--- src/rtl/pipe_skid_buf_if.sv ---
`default_nettype none
// ============================================================================
// Module      : pipe_skid_buf_if
// Description : Valid/ready handshake bundle for pipe_skid_buf. It carries
//               the upstream side (in_*) and the downstream side (out_*).
//   Signals:
//     in_valid  - upstream data valid
//     in_data   - upstream payload, DWIDTH bits
//     in_ready  - buffer can accept this cycle (registered in the buffer)
//     out_valid - downstream data valid (registered in the buffer)
//     out_data  - downstream payload (registered in the buffer)
//     out_ready - downstream accepts this cycle
//   Modports:
//     master - the environment: drives in_valid/in_data/out_ready
//     slave  - the buffer: drives in_ready/out_valid/out_data
// Revision    : 1.0 - initial release
// ============================================================================
interface pipe_skid_buf_if #(
  parameter int DWIDTH = 8
);
  logic              in_valid;
  logic [DWIDTH-1:0] in_data;
  logic              in_ready;
  logic              out_valid;
  logic [DWIDTH-1:0] out_data;
  logic              out_ready;

  modport master (
    output in_valid, in_data, out_ready,
    input  in_ready, out_valid, out_data
  );

  modport slave (
    input  in_valid, in_data, out_ready,
    output in_ready, out_valid, out_data
  );
endinterface
`default_nettype wire

--- src/rtl/pipe_skid_buf.sv ---
`default_nettype none
// ============================================================================
// Module      : pipe_skid_buf
// Description : Valid/ready register slice with a one-entry skid register.
//               It breaks the combinational path on data/valid and on ready
//               while sustaining one word per cycle.
//   Ports:
//     clk   - rising-edge clock
//     rst   - synchronous reset, active-high; overrides everything
//     flush - synchronous clear of buffered contents (valid bits only)
//     bus   - handshake bundle (slave modport of pipe_skid_buf_if)
//     count - entries held: 0, 1 or 2 (registered)
// Revision    : 1.0 - initial release
// ============================================================================
module pipe_skid_buf #(
  parameter int DWIDTH = 8
) (
  input  wire logic        clk,
  input  wire logic        rst,
  input  wire logic        flush,
  pipe_skid_buf_if.slave   bus,
  output logic [1:0]       count
);

  // State is carried by the two valid bits: {skid, main}.
  localparam logic [1:0] C_EMPTY = 2'b00;
  localparam logic [1:0] C_ONE   = 2'b01;
  localparam logic [1:0] C_TWO   = 2'b11;

  logic              main_valid_q, main_valid_d;
  logic [DWIDTH-1:0] main_data_q,  main_data_d;
  logic              skid_valid_q, skid_valid_d;
  logic [DWIDTH-1:0] skid_data_q,  skid_data_d;
  logic [1:0]        count_q,      count_d;

  logic w_in_ready;
  logic w_in_fire;
  logic w_out_fire;

  // Ready comes only from the skid flop, never from out_ready.
  assign w_in_ready = ~skid_valid_q;
  assign w_in_fire  = bus.in_valid & w_in_ready;
  assign w_out_fire = main_valid_q & bus.out_ready;

  always_comb begin
    main_valid_d = main_valid_q;
    main_data_d  = main_data_q;
    skid_valid_d = skid_valid_q;
    skid_data_d  = skid_data_q;

    if (flush) begin
      // Data registers keep stale contents; only occupancy is cleared.
      main_valid_d = 1'b0;
      skid_valid_d = 1'b0;
    end else begin
      case ({skid_valid_q, main_valid_q})
        C_EMPTY: begin
          if (w_in_fire) begin
            main_valid_d = 1'b1;
            main_data_d  = bus.in_data;
          end
        end
        C_ONE: begin
          if (w_in_fire && w_out_fire) begin
            main_data_d = bus.in_data;
          end else if (w_in_fire) begin
            skid_valid_d = 1'b1;
            skid_data_d  = bus.in_data;
          end else if (w_out_fire) begin
            main_valid_d = 1'b0;
          end
        end
        C_TWO: begin
          // in_ready is low here, so only the drain side can move.
          if (w_out_fire) begin
            main_data_d  = skid_data_q;
            skid_valid_d = 1'b0;
          end
        end
        default: begin
          // Unreachable encoding; recover to EMPTY.
          main_valid_d = 1'b0;
          skid_valid_d = 1'b0;
        end
      endcase
    end

    count_d = {1'b0, main_valid_d} + {1'b0, skid_valid_d};
  end

  always_ff @(posedge clk) begin
    if (rst) begin
      main_valid_q <= 1'b0;
      main_data_q  <= '0;
      skid_valid_q <= 1'b0;
      skid_data_q  <= '0;
      count_q      <= 2'd0;
    end else begin
      main_valid_q <= main_valid_d;
      main_data_q  <= main_data_d;
      skid_valid_q <= skid_valid_d;
      skid_data_q  <= skid_data_d;
      count_q      <= count_d;
    end
  end

  assign bus.in_ready  = w_in_ready;
  assign bus.out_valid = main_valid_q;
  assign bus.out_data  = main_data_q;
  assign count         = count_q;

endmodule
`default_nettype wire
--- src/flat_wrapper.sv ---
// flat-port wrapper written by rule: the top's interface ports become plain ports
module pipe_skid_buf_flat 
#(
  parameter int DWIDTH = 8
)
  (clk, rst, flush, count, bus_in_valid, bus_in_data, bus_out_ready, bus_in_ready, bus_out_valid, bus_out_data);
  pipe_skid_buf_if #(.DWIDTH(DWIDTH)) bus_i ();
  input  wire logic clk;
  input  wire logic rst;
  input  wire logic flush;
  output logic [1:0] count;
  input wire logic [$bits(bus_i.in_valid)-1:0] bus_in_valid;
  input wire logic [$bits(bus_i.in_data)-1:0] bus_in_data;
  input wire logic [$bits(bus_i.out_ready)-1:0] bus_out_ready;
  output wire logic [$bits(bus_i.in_ready)-1:0] bus_in_ready;
  output wire logic [$bits(bus_i.out_valid)-1:0] bus_out_valid;
  output wire logic [$bits(bus_i.out_data)-1:0] bus_out_data;
  assign bus_i.in_valid = bus_in_valid;
  assign bus_i.in_data = bus_in_data;
  assign bus_i.out_ready = bus_out_ready;
  assign bus_in_ready = bus_i.in_ready;
  assign bus_out_valid = bus_i.out_valid;
  assign bus_out_data = bus_i.out_data;
  pipe_skid_buf #(.DWIDTH(DWIDTH)) u_core (.clk(clk), .rst(rst), .flush(flush), .bus(bus_i), .count(count));
endmodule
--- config.mk ---
export PLATFORM = sky130hd
export DESIGN_NAME = pipe_skid_buf_flat
export DESIGN_NICKNAME = d
export VERILOG_FILES = /design/src/rtl/pipe_skid_buf_if.sv /design/src/rtl/pipe_skid_buf.sv /design/src/flat_wrapper.sv
export SDC_FILE = /design/constraint.sdc
export NUM_CORES = 1
export LEC_CHECK = 0
export CAP_MARGIN = 20
export CORE_MARGIN = 1
export CORE_UTILIZATION = 47
export DETAILED_ROUTE_END_ITERATION = 8
export PLACE_DENSITY_LB_ADDON = 0.2
export RECOVER_POWER = 25
export SETUP_SLACK_MARGIN = 0.15
export SLEW_MARGIN = 0
export SYNTH_ARGS = -nofsm -noshare
export SYNTH_HDL_FRONTEND = slang
export SYNTH_SLANG_ARGS = --single-unit
export TNS_END_PERCENT = 1
--- constraint.sdc ---
create_clock -name clk -period 1.6 [get_ports clk]
set_input_delay 0.16 -clock clk [delete_from_list [all_inputs] [get_ports clk]]
set_output_delay 0.16 -clock clk [all_outputs]
set_load 0.02 [all_outputs]
# Word level (Yosys, flattened, before mapping)
# Index checks and enable logic that the tools add are counted.
# W data, S select, Z words.
dict set report totals {
  mem_bits_rw 0
  latchBits 0
  ff_bits 20
  n_memories 0
  out_inout_bits 12
  mem_bits_ro 0
  word_cells 36
  input_bits 13
}
dict set report classes {
  n_mul 0
  bitwise_logic 5
  magnitude_cmp 0
  n_addsub 1
  div 0
  shift 0
  n_reduce_logical 5
  n_mux 15
  n_eq_ne 5
}
# operator n
set ops {}
lappend ops {{$mux W8} 3}
lappend ops {{$pmux W8 S3} 1}
lappend ops {{$mux W1} 9}
lappend ops {{$ne A2 B1 Y1 const B} 3}
lappend ops {{$pmux W1 S3} 2}
lappend ops {{$reduce_and A5 Y1} 1}
lappend ops {{$reduce_and A4 Y1} 1}
lappend ops {{$not A1 Y1} 3}
lappend ops {{$reduce_bool A3 Y1} 1}
lappend ops {{$add A1 B1 Y2} 1}
lappend ops {{$and A1 B1 Y1} 2}
lappend ops {{$eq A2 B1 Y1 const B} 1}
lappend ops {{$eq A2 B2 Y1 const B} 1}
lappend ops {{$logic_not A2 Y1} 1}
lappend ops {{$logic_and A1 B1 Y1} 1}

# Depth between registers and ports, before layout
# Gate-level depths: netlist (run 1).
dict set report depth {
  ltp_word 7
  ltp_mapped 5
  mapped_depth_nobuf 5
}

# Least setup slack after synthesis (run 1)
# OpenSTA, ideal clock, no wires.
dict set report synth_path {
  kind {register to register}
  from {register u_core.main_valid_q, in the netlist u_core.bus.out_valid}
  to {register u_core.count_q[0], in the netlist u_core.count[0]}
  setup_slack_ns 0.029
  t_required_ns 1.460
  setup_time_ns 0.140
  period_less_slack_ns 1.571
  t_arrival_ns 1.431
  stages_incl_launch_ff 6
  path_buffers 1
  cell_sequence {dfxtp_1 or3b_1 clkbuf_1 nor2_1 ha_1 nor2b_1}
}
dict set report synth_via {
  word_cells_on_any_way 16
  cone_classes {add/sub (1); eq/ne (2); mux (10); bitwise (1); reduce/logical (2)}
}
# item line
set synth_rtl {}
lappend synth_rtl {{from (decl)} pipe_skid_buf.sv:30} ;# logic main_valid_q, main_valid_d;
lappend synth_rtl {{from (signal assigned)} pipe_skid_buf.sv:99} ;# main_valid_q <= main_valid_d;
lappend synth_rtl {{$and A1 B1 Y1} pipe_skid_buf.sv:43} ;# assign w_out_fire = main_valid_q & bus.out_ready;
lappend synth_rtl {{$logic_and A1 B1 Y1} pipe_skid_buf.sv:64} ;# if (w_in_fire && w_out_fire) begin
lappend synth_rtl {{$mux W1} pipe_skid_buf.sv:64}
lappend synth_rtl {{$pmux W1 S3 (*)} pipe_skid_buf.sv:56} ;# case ({skid_valid_q, main_valid_q})
lappend synth_rtl {{$mux W1 (*)} pipe_skid_buf.sv:51} ;# if (flush) begin
lappend synth_rtl {{named net u_core.skid_valid_d} pipe_skid_buf.sv:32} ;# logic skid_valid_q, skid_valid_d;
lappend synth_rtl {{$add A1 B1 Y2 (*)} pipe_skid_buf.sv:88} ;# count_d = {1'b0, main_valid_d} + {1'b0, skid_valid_d};
lappend synth_rtl {{named net u_core.count_d[0]} pipe_skid_buf.sv:34} ;# logic [1:0] count_q, count_d;
lappend synth_rtl {{to (signal assigned)} pipe_skid_buf.sv:103} ;# count_q <= count_d;
lappend synth_rtl {{to (decl)} pipe_skid_buf.sv:34}
# The timed path passes the listed nets; every way through them passes the cells marked *.
# A chain may end at the register's enable or synchronous reset.

# Worst setup path after layout (run 1)
dict set report layout_path {
  from {register u_core.main_data_q[2], in the netlist u_core.bus.out_data[2]}
  to {output port bus_out_data[2]}
}
# item line
set layout_rtl {}
lappend layout_rtl {{from (decl)} pipe_skid_buf.sv:31} ;# logic [DWIDTH-1:0] main_data_q, main_data_d;
lappend layout_rtl {{from (signal assigned)} pipe_skid_buf.sv:100} ;# main_data_q <= main_data_d;
lappend layout_rtl {{to (decl)} flat_wrapper.sv:17} ;# output wire logic [$bits(bus_i.out_data)-1:0] bus_out_data;
# No word-level cell between the ends.

==> flow_metrics.env, run 1 <==
export IMPL_cts_root_buf="clkbuf_4"
export IMPL_dp_hpwl_mm=1.52
export IMPL_ctsResizeCount=2
export IMPL_synth_flop_cell="dfxtp_1"
export IMPL_postCtsSetupRepairBufs=0
export IMPL_routedWlPerCell_um=13.0
export IMPL_io_buffers=24
export IMPL_path_delay_family="buffers and inverters"
export IMPL_avgSynthCellArea_um2=9.03
export IMPL_setup_worst_path_start="u_core.bus.out_data[2]"
export IMPL_fin_skew_ps=1.18
export IMPL_synth_edf_count=0
export IMPL_worst_path_stages=1
export IMPL_synth_top_cell_area_share_pct=41.5
export IMPL_netSwitchingFraction_pct=22.9
export IMPL_crit_chain="clkdlybuf4s50_1"
export IMPL_n_antenna_cell=0
export IMPL_tns_ps=0
export IMPL_post_synth_top_count_cell="dfxtp_1"
export IMPL_seq_area_frac_synth_pct=41.5
export IMPL_cp_end_kind="output pin"
export IMPL_grt_pass1_vias=745
export IMPL_synth_cell_types=23
export IMPL_vias_per_cell=5.48
export IMPL_comb_power_share_pct=16.0
export IMPL_multi_input_area_um2=488
export IMPL_yosysWarnings=0
export IMPL_drc=0
export IMPL_required_ps=1440
export IMPL_seq_area_um2=405
export IMPL_drtIter0Drc=31
export IMPL_maxCapViolCount=0
export IMPL_area_delta_synth_final_pct=31.5
export IMPL_min_period_ps=1420
export IMPL_path_buf_inv=1
export IMPL_total_power_uw=1110
export IMPL_seqPwrFrac_pct=47.3
export IMPL_slew_viol_final=0
export IMPL_holdPathStages=3
export IMPL_synth_seq_cells=20
export IMPL_cp_slowest_cell="clkdlybuf4s50_1"
export IMPL_clkTransAtPathRegs_ps=110
export IMPL_p_switching_uw=255
export IMPL_ys_top_cells_by_area="dfxtp_1, a311oi_2, nand3_1"
export IMPL_antenna_found_initial=0
export IMPL_cts_num_sinks=20
export IMPL_r2r_end="u_core.bus.out_data[6]"
export IMPL_worst_ep_arrival_time_ps=1260
export IMPL_finalCritPeriodShare_pct=88.6
export IMPL_p_per_area_nw_per_um2=877
export IMPL_max_slew_margin_pct=79.3
export IMPL_drtPass1Iterations=5
export IMPL_start_kind="flip-flop"
export IMPL_clock_latency_ps=300
export IMPL_grt_overflow_total=0
export IMPL_clockPowerShare_pct=36.6
export IMPL_r2r_start="u_core.bus.out_valid"
export IMPL_async_flop_share_pct=0
export IMPL_hp_start="bus_in_data[1]"
export IMPL_holdPathEnd="u_core.skid_data_q[1]"
export IMPL_rsz0062_at_grt="true"
export IMPL_internal_power_uw=859
export IMPL_vias=866
export IMPL_hold_path_class="input pin to flip-flop"
export IMPL_core_area_um2=1940
export IMPL_ir_drop_uv=652
export IMPL_ioPinCount=25
export IMPL_die_h_um=47.3
export IMPL_grt_max_degree=21
export IMPL_htreeDepth=1
export IMPL_p_leak_uw=0.000440
export IMPL_dp_slack_ps=-13.8
export IMPL_syn_inst=107
export IMPL_start_util_pct=49.7
export IMPL_path_max_fanout=2
export IMPL_fp_row_count=16
export IMPL_die_x_um=47.3
export IMPL_cts_buffer_depth=2
export IMPL_grt_pass1_wl_mm=3.34
export IMPL_cpPeakStageDelay_ps=610
export IMPL_r2r_cells=3
export IMPL_fillers=170
export IMPL_die_area_um2=2240
export IMPL_cts_made_buffers=3
export IMPL_reg2reg_slack_ps=210
export IMPL_setup_slack_ps=183
export IMPL_syn_nets=121
export IMPL_drt_wl_total_mm=2.05
export IMPL_track_usage_pct=21.5
export IMPL_hold_viol=0
export IMPL_critPathKind="flip-flop to output pin"
export IMPL_postRouteAntennaNets=0
export IMPL_syn_area_um2=966
export IMPL_finalWeightedCongestion=0.804
export IMPL_drive_above_1_share_pct=16.8
export IMPL_nNetsFinal=146
export IMPL_synth_top_cells_by_count="dfxtp_1, nand3_1, a21oi_1, nand2_1"
export IMPL_worst_pin_slew_ps=310
export IMPL_hold_buffers=0
export IMPL_cts_tree="yes"
export IMPL_synth_top_area_cell="dfxtp_1"
export IMPL_status="finished, final reports clean"
export IMPL_max_freq_ghz=0.706
export IMPL_setup_violations=0
how the worst max path moves through the flow:
stage                             endpoint  slack, ps
floorplan                  u_core.count[0]        160
global placement    u_core.bus.out_data[3]         30
detailed placement         u_core.count[0]        -10
CTS                          bus_out_valid         70
global route         u_core.skid_data_q[5]         80
finish                     bus_out_data[2]        180
worst register-to-register path: stages (launching register included):
cell and delay (ps):
dfxtp_4 410, nand2b_1 290, and3_2 360, a311oi_1 250
logic make-up (layout without fill, tap and decap cells):
family	after synthesis	count (layout)	share of synthesized area (%)
AO/OA/AOI/OAI	36	36	29.9
adder cells (fa/ha/maj)	1	1	1.30
buffers and inverters	13	37	6.99
flip-flops	20	20	41.5
AND/OR/NAND/NOR	37	37	20.3
stage by stage:
step / cells / cell area, um^2 / util [%] / hold WS [ps]
2_1_floorplan: 107 / 971 / - / 229
3_3_place_gp: 154 / 1240 / 63.7 / 462
3_5_place_dp: 154 / 1240 / 63.7 / 474
4_1_cts: 158 / 1290 / 66.4 / 444
5_1_grt: 158 / 1270 / 65.4 / 476
6_report: 158 / 1270 / 65.4 / 465
state kept, by name, summed over array words and instances (netlist names):
signal / cells
u_core.skid_data_q: 8
u_core.count: 2
u_core.skid_valid_q: 1
u_core.bus.out_valid: 1
u_core.bus.out_data: 8
routing by layer:
layer | GRT usage, % | vias to the layer above | part of all wire (%)
met5 | 0 | - | 0
met4 | 8.00 | 0 | 1.0
met3 | 3.46 | 4 | 6.6
met2 | 31.0 | 37 | 45
met1 | 31.7 | 383 | 47
li1 | - | 442 | -
layout make-up:
cell class	instances	area share, %
flip-flops and latches	20	31.9
well taps	27	2.66
repair buffers	31	22.3
clock buffers	3	1.77
multi-input cells	74	38.4
clock inverters	1	2.36
inverters	2	0.591
cell usage in the layout, fill, tap and decap left out, types with 2 or more instances in the layout:
cell / n
a21oi_1: 9
a31oi_1: 8
nor2_1: 2
nand2b_1: 3
nor2b_1: 3
dfxtp_1: 18
buf_4: 6
o21ai_0: 8
nand2_1: 9
a311oi_2: 6
nand3_1: 16
clkbuf_4: 3
inv_1: 2
clkdlybuf4s50_1: 22
power groups by stage:
stage	registers (uW)	clock network, uW	logic [uW]
floorplan	556	0	85.1
global placement	538	0	180
detailed placement	539	0	182
CTS	528	419	183
global route	531	436	194
finish	527	408	178
Note: power is estimated with default switching activity, not from simulation.
==> inputs of run 2 (changes only) <==
--- a/config.mk
+++ b/config.mk
@@ -9,6 +9,7 @@
 export CORE_MARGIN = 1
 export CORE_UTILIZATION = 47
 export DETAILED_ROUTE_END_ITERATION = 8
+export GPL_TIMING_DRIVEN = 0
 export PLACE_DENSITY_LB_ADDON = 0.2
 export RECOVER_POWER = 25
 export SETUP_SLACK_MARGIN = 0.15
==> flow_metrics.env, run 2 (synthesis gave the netlist of run 1 again) <==
export IMPL_hold_path_class="input pin to flip-flop"
export IMPL_finalWeightedCongestion=0.818
export IMPL_grt_overflow_total=0
export IMPL_netSwitchingFraction_pct=25.5
export IMPL_drtIter0Drc=17
export IMPL_stdcell_area_um2=1320
export IMPL_max_freq_ghz=0.678
export IMPL_area_delta_synth_final_pct=36.9
export IMPL_p_leak_uw=0.000467
export IMPL_ioPinCount=25
export IMPL_rsz0062_at_grt="true"
export IMPL_path_max_fanout=9
export IMPL_critPathKind="flip-flop to flip-flop"
export IMPL_cp_end_kind="flip-flop"
export IMPL_postRouteAntennaNets=0
export IMPL_finalCritPeriodShare_pct=92.2
export IMPL_internal_power_uw=795
export IMPL_hold_buffers=0
export IMPL_final_cell_mix="clkdlybuf4s50_1, dfxtp_1, nand3_1, nand2_1"
export IMPL_hold_viol=0
export IMPL_drt_wl_total_mm=2.12
export IMPL_slew_viol_final=0
export IMPL_p_per_area_nw_per_um2=807
export IMPL_fin_cells=163
export IMPL_path_delay_family="compound AO/OA/AOI/OAI gates"
export IMPL_start_kind="flip-flop"
export IMPL_vias=895
export IMPL_die_h_um=47.3
export IMPL_max_slew_margin_pct=53.0
export IMPL_dp_cells=157
export IMPL_r2r_cells=5
export IMPL_setup_violations=0
export IMPL_placed_cell_area_um2=1230
export IMPL_cts_num_sinks=20
export IMPL_grt_pass1_vias=735
export IMPL_io_buffers=23
export IMPL_p_switching_uw=272
export IMPL_min_period_ps=1480
export IMPL_cts_made_buffers=3
export IMPL_r2r_end="u_core.bus.out_data[0]"
export IMPL_nNetsFinal=151
export IMPL_htreeDepth=1
export IMPL_clock_latency_ps=310
export IMPL_grt_pass1_wl_mm=3.19
export IMPL_worst_ep_arrival_time_ps=1710
export IMPL_die_area_um2=2240
export IMPL_clkTransAtPathRegs_ps=120
export IMPL_n_antenna_cell=0
export IMPL_r2r_start="u_core.skid_valid_q"
export IMPL_seq_area_um2=408
export IMPL_endpoint="u_core.bus.out_data[0]"
export IMPL_worst_path_stages=5
export IMPL_required_ps=1830
export IMPL_final_common_cell="clkdlybuf4s50_1"
export IMPL_status="finished, violations left"
export IMPL_setup_worst_path_start="u_core.skid_valid_q"
export IMPL_track_usage_pct=19.9
export IMPL_cpPeakStageDelay_ps=390
export IMPL_crit_chain="o21ba_1 -> clkbuf_2 -> and3_1 -> clkbuf_2 -> a311oi_2"
export IMPL_cts_buffer_depth=2
export IMPL_cpMostUsedCell="clkbuf_2"
export IMPL_comb_power_share_pct=17.5
export IMPL_path_buf_inv=2
export IMPL_fillers=155
export IMPL_core_area_um2=1940
export IMPL_clockPowerShare_pct=33.6
export IMPL_maxCapViolCount=0
export IMPL_antenna_found_initial=0
export IMPL_reg2reg_slack_ps=120
export IMPL_grt_max_degree=13
export IMPL_drc=1
export IMPL_ir_drop_uv=478
export IMPL_cts_tree="yes"
export IMPL_multi_input_area_um2=520
export IMPL_violations="design-rule violations"
export IMPL_start_util_pct=49.7
export IMPL_cp_slowest_cell="dfxtp_4"
export IMPL_routedWlPerCell_um=13.0
export IMPL_die_x_um=47.3
export IMPL_seqPwrFrac_pct=49.0
export IMPL_vias_per_cell=5.49
export IMPL_drtPass1Iterations=6
export IMPL_fp_row_count=16
export IMPL_cts_root_buf="clkbuf_4"
export IMPL_drive_above_1_share_pct=21.3
export IMPL_dp_hpwl_mm=1.53
export IMPL_fin_skew_ps=7.40
export IMPL_hp_start="flush"
export IMPL_worst_pin_slew_ps=705
-- run 2: worst min path at each step --
| stage | to | slack (ps) | depth (start not counted) |
|---|---|---|---|
| CTS | u_core.skid_data_q[1] | 250 | 2 |
| global placement | u_core.skid_data_q[3] | 460 | 2 |
| detailed placement | u_core.skid_data_q[7] | 470 | 2 |
| global route | u_core.bus.out_valid | 170 | 2 |
| floorplan | u_core.bus.out_valid | 230 | 1 |
| finish | u_core.bus.out_valid | 160 | 2 |
-- run 2: through the flow --
| stage | hold WS (ps) | setup slack (ps) | power (uW) | TNS, ps | utilization [%] |
|---|---|---|---|---|---|
| final | 164 | 124 | 1070 | 0 | 68.1 |
| after global routing | 173 | 65.2 | 1100 | 0 | 68.1 |
| after CTS | 247 | 44.5 | 1070 | 0 | 66.2 |
| after detailed placement | 471 | -266 | 720 | -769 | 63.6 |
| after global placement | 462 | -275 | 717 | -437 | 63.6 |
| after floorplan | 229 | 164 | 641 | 0 | - |
-- run 2: layer usage --
layer | global-route usage, % | wire, um | vias up
met5 | 0 | 0 | -
met4 | 6.86 | 16 | 0
met3 | 2.31 | 102 | 4
met2 | 30.4 | 996 | 32
met1 | 28.7 | 1000 | 405
li1 | - | - | 454
-- run 2: power groups by stage --
stage                     sequential [uW]  combinational, uW  clock (uW)
after floorplan                       556               85.1           0
after global placement                535                182           0
after detailed placement              536                184           0
after CTS                             525                185         361
after global routing                  525                201         374
final                                 523                186         358
-- run 2: repair_timing --
| item | in CTS | in global routing |
|---|---|---|
| gates resized for setup | 4 | 17 |
| buffers inserted | 0 | 2 |
| endpoints found under the setup margin | 3 | 10 |
| pin swaps | 0 | 3 |
-- run 2: cell type report --
cell class              count  area share (%)
flip-flops and latches     20            30.8
plain buffers              11            4.73
multi-input cells          74            39.4
repair buffers             25            18.4
inverters                   2           0.568
well taps                  27            2.55
clock buffers               4            3.60
==> inputs of run 3 (changes only) <==
--- a/config.mk
+++ b/config.mk
@@ -12,7 +12,7 @@
 export GPL_TIMING_DRIVEN = 0
 export PLACE_DENSITY_LB_ADDON = 0.2
 export RECOVER_POWER = 25
-export SETUP_SLACK_MARGIN = 0.15
+export SETUP_SLACK_MARGIN = 0.4
 export SLEW_MARGIN = 0
 export SYNTH_ARGS = -nofsm -noshare
 export SYNTH_HDL_FRONTEND = slang
==> flow_metrics.env, run 3 (synthesis gave the netlist of run 1 again) <==
export IMPL_hold_path_class="input pin to flip-flop"
export IMPL_p_per_area_nw_per_um2=748
export IMPL_cts_num_sinks=20
export IMPL_post_route_util_pct=65.9
export IMPL_r2r_end="u_core.count[0]"
export IMPL_drive_above_1_share_pct=18.4
export IMPL_start_kind="flip-flop"
export IMPL_cp_end_kind="flip-flop"
export IMPL_r2r_start="u_core.bus.out_valid"
export IMPL_seq_area_um2=408
export IMPL_track_usage_pct=19.9
export IMPL_required_ps=1790
export IMPL_vias_per_cell=5.33
export IMPL_worst_ep_arrival_time_ps=1650
export IMPL_grt_max_degree=12
export IMPL_p_leak_uw=0.000440
export IMPL_grt_pass1_wl_mm=3.03
export IMPL_multi_input_area_um2=503
export IMPL_cts_made_buffers=3
export IMPL_path_max_fanout=5
export IMPL_min_period_ps=1460
export IMPL_final_common_cell="clkdlybuf4s50_1"
export IMPL_io_buffers=23
export IMPL_hold_viol=0
export IMPL_drtIter0Drc=26
export IMPL_cts_tree="yes"
export IMPL_start_util_pct=49.7
export IMPL_holdPathStages=2
export IMPL_ir_drop_uv=459
export IMPL_comb_power_share_pct=19.3
export IMPL_clkTransAtPathRegs_ps=110
export IMPL_htreeDepth=1
export IMPL_n_antenna_cell=0
export IMPL_dp_hpwl_mm=1.47
export IMPL_slew_viol_final=0
export IMPL_critPathKind="flip-flop to flip-flop"
export IMPL_vias=868
export IMPL_maxCapViolCount=0
export IMPL_clock_latency_ps=300
export IMPL_cts_buffer_depth=2
export IMPL_rsz0062_at_grt="true"
export IMPL_finalCritPeriodShare_pct=91.3
export IMPL_clockPowerShare_pct=26.1
export IMPL_die_area_um2=2240
export IMPL_grt_pass1_vias=670
export IMPL_seqPwrFrac_pct=54.7
export IMPL_grt_overflow_total=0
export IMPL_fin_skew_ps=9.85
export IMPL_drt_wl_total_mm=1.98
export IMPL_die_x_um=47.3
export IMPL_setup_violations=0
export IMPL_p_switching_uw=255
export IMPL_die_h_um=47.3
export IMPL_holdPathEnd="u_core.skid_data_q[6]"
export IMPL_drc=0
export IMPL_nNetsFinal=151
export IMPL_antenna_found_initial=0
export IMPL_area_delta_synth_final_pct=32.4
export IMPL_cts_root_buf="clkbuf_4"
export IMPL_reg2reg_slack_ps=140
export IMPL_fin_hold_ws_ps=247
export IMPL_postRouteAntennaNets=0
export IMPL_netSwitchingFraction_pct=26.7
export IMPL_worst_pin_slew_ps=584
export IMPL_max_slew_margin_pct=61.1
export IMPL_max_freq_ghz=0.685
export IMPL_ioPinCount=25
export IMPL_hp_start="rst"
export IMPL_hold_buffers=0
export IMPL_r2r_cells=5
export IMPL_fillers=167
export IMPL_final_cell_mix="clkdlybuf4s50_1, dfxtp_1, nand3_1, a21oi_1, nand2_1"
export IMPL_fp_row_count=16
export IMPL_drtPass1Iterations=4
export IMPL_status="finished, final reports clean"
export IMPL_routedWlPerCell_um=12.2
export IMPL_internal_power_uw=701
export IMPL_core_area_um2=1940
export IMPL_finalWeightedCongestion=0.845
run 3: power by group through the flow:
stage | Clock [uW] | Sequential [uW] | Combinational (uW)
floorplan | 0 | 556 | 86.2
global placement | 0 | 535 | 184
detailed placement | 0 | 536 | 185
CTS | 253 | 525 | 187
global route | 275 | 526 | 197
finish | 249 | 523 | 184
run 3: critical path: stages (launching register included):
cell      delay, ps
dfxtp_4         380
or3b_1          360
clkbuf_1        150
nor2_4          100
ha_1            230
nor2b_1         130
run 3: area by class of cell:
cell class	instances	share of cell area, %
timing repair buffer	25	18.4
buffer	11	5.09
sequential	20	31.9
tap	27	2.64
clock buffer	4	2.05
inverter	2	0.587
multi-input combinational	74	39.3
run 3: timing repair:
action,4_1_cts,5_1_grt
resized for setup,8,8
endpoints found under the setup margin,30,31
setup buffers,2,0
hold endpoints to repair,0,0
run 3: stage by stage:
stage / worst slack, ps / cell area (um^2) / std cells / setup TNS [ps] / power [uW]
4_1_cts: 161 / 1290 / 163 / 0 / 965
6_report: 139 / 1280 / 163 / 0 / 956
3_3_place_gp: -202 / 1250 / 157 / -347 / 719
5_1_grt: 91.8 / 1280 / 163 / 0 / 998
3_5_place_dp: -219 / 1250 / 157 / -584 / 721
2_1_floorplan: 173 / 982 / 107 / 0 / 642
run 3: worst max path at each step:
stage	start	end	slack [ps]	cells after the start
6_report	u_core.bus.out_valid	u_core.count[0]	140	5
4_1_cts	u_core.bus.out_valid	u_core.count[0]	160	5
3_3_place_gp	flush	u_core.count[0]	-200	6
3_5_place_dp	flush	u_core.count[0]	-220	6
5_1_grt	u_core.bus.out_valid	u_core.skid_data_q[3]	90	5
2_1_floorplan	u_core.bus.out_valid	u_core.count[0]	170	5
run 3: per-layer routing:
layer	routed length [um]	part of all wire [%]	track usage [%]
met1	966	49	27.4
met2	890	45	28.8
met3	92	4.6	5.00
met4	33	1.7	9.71
met5	0	0	0
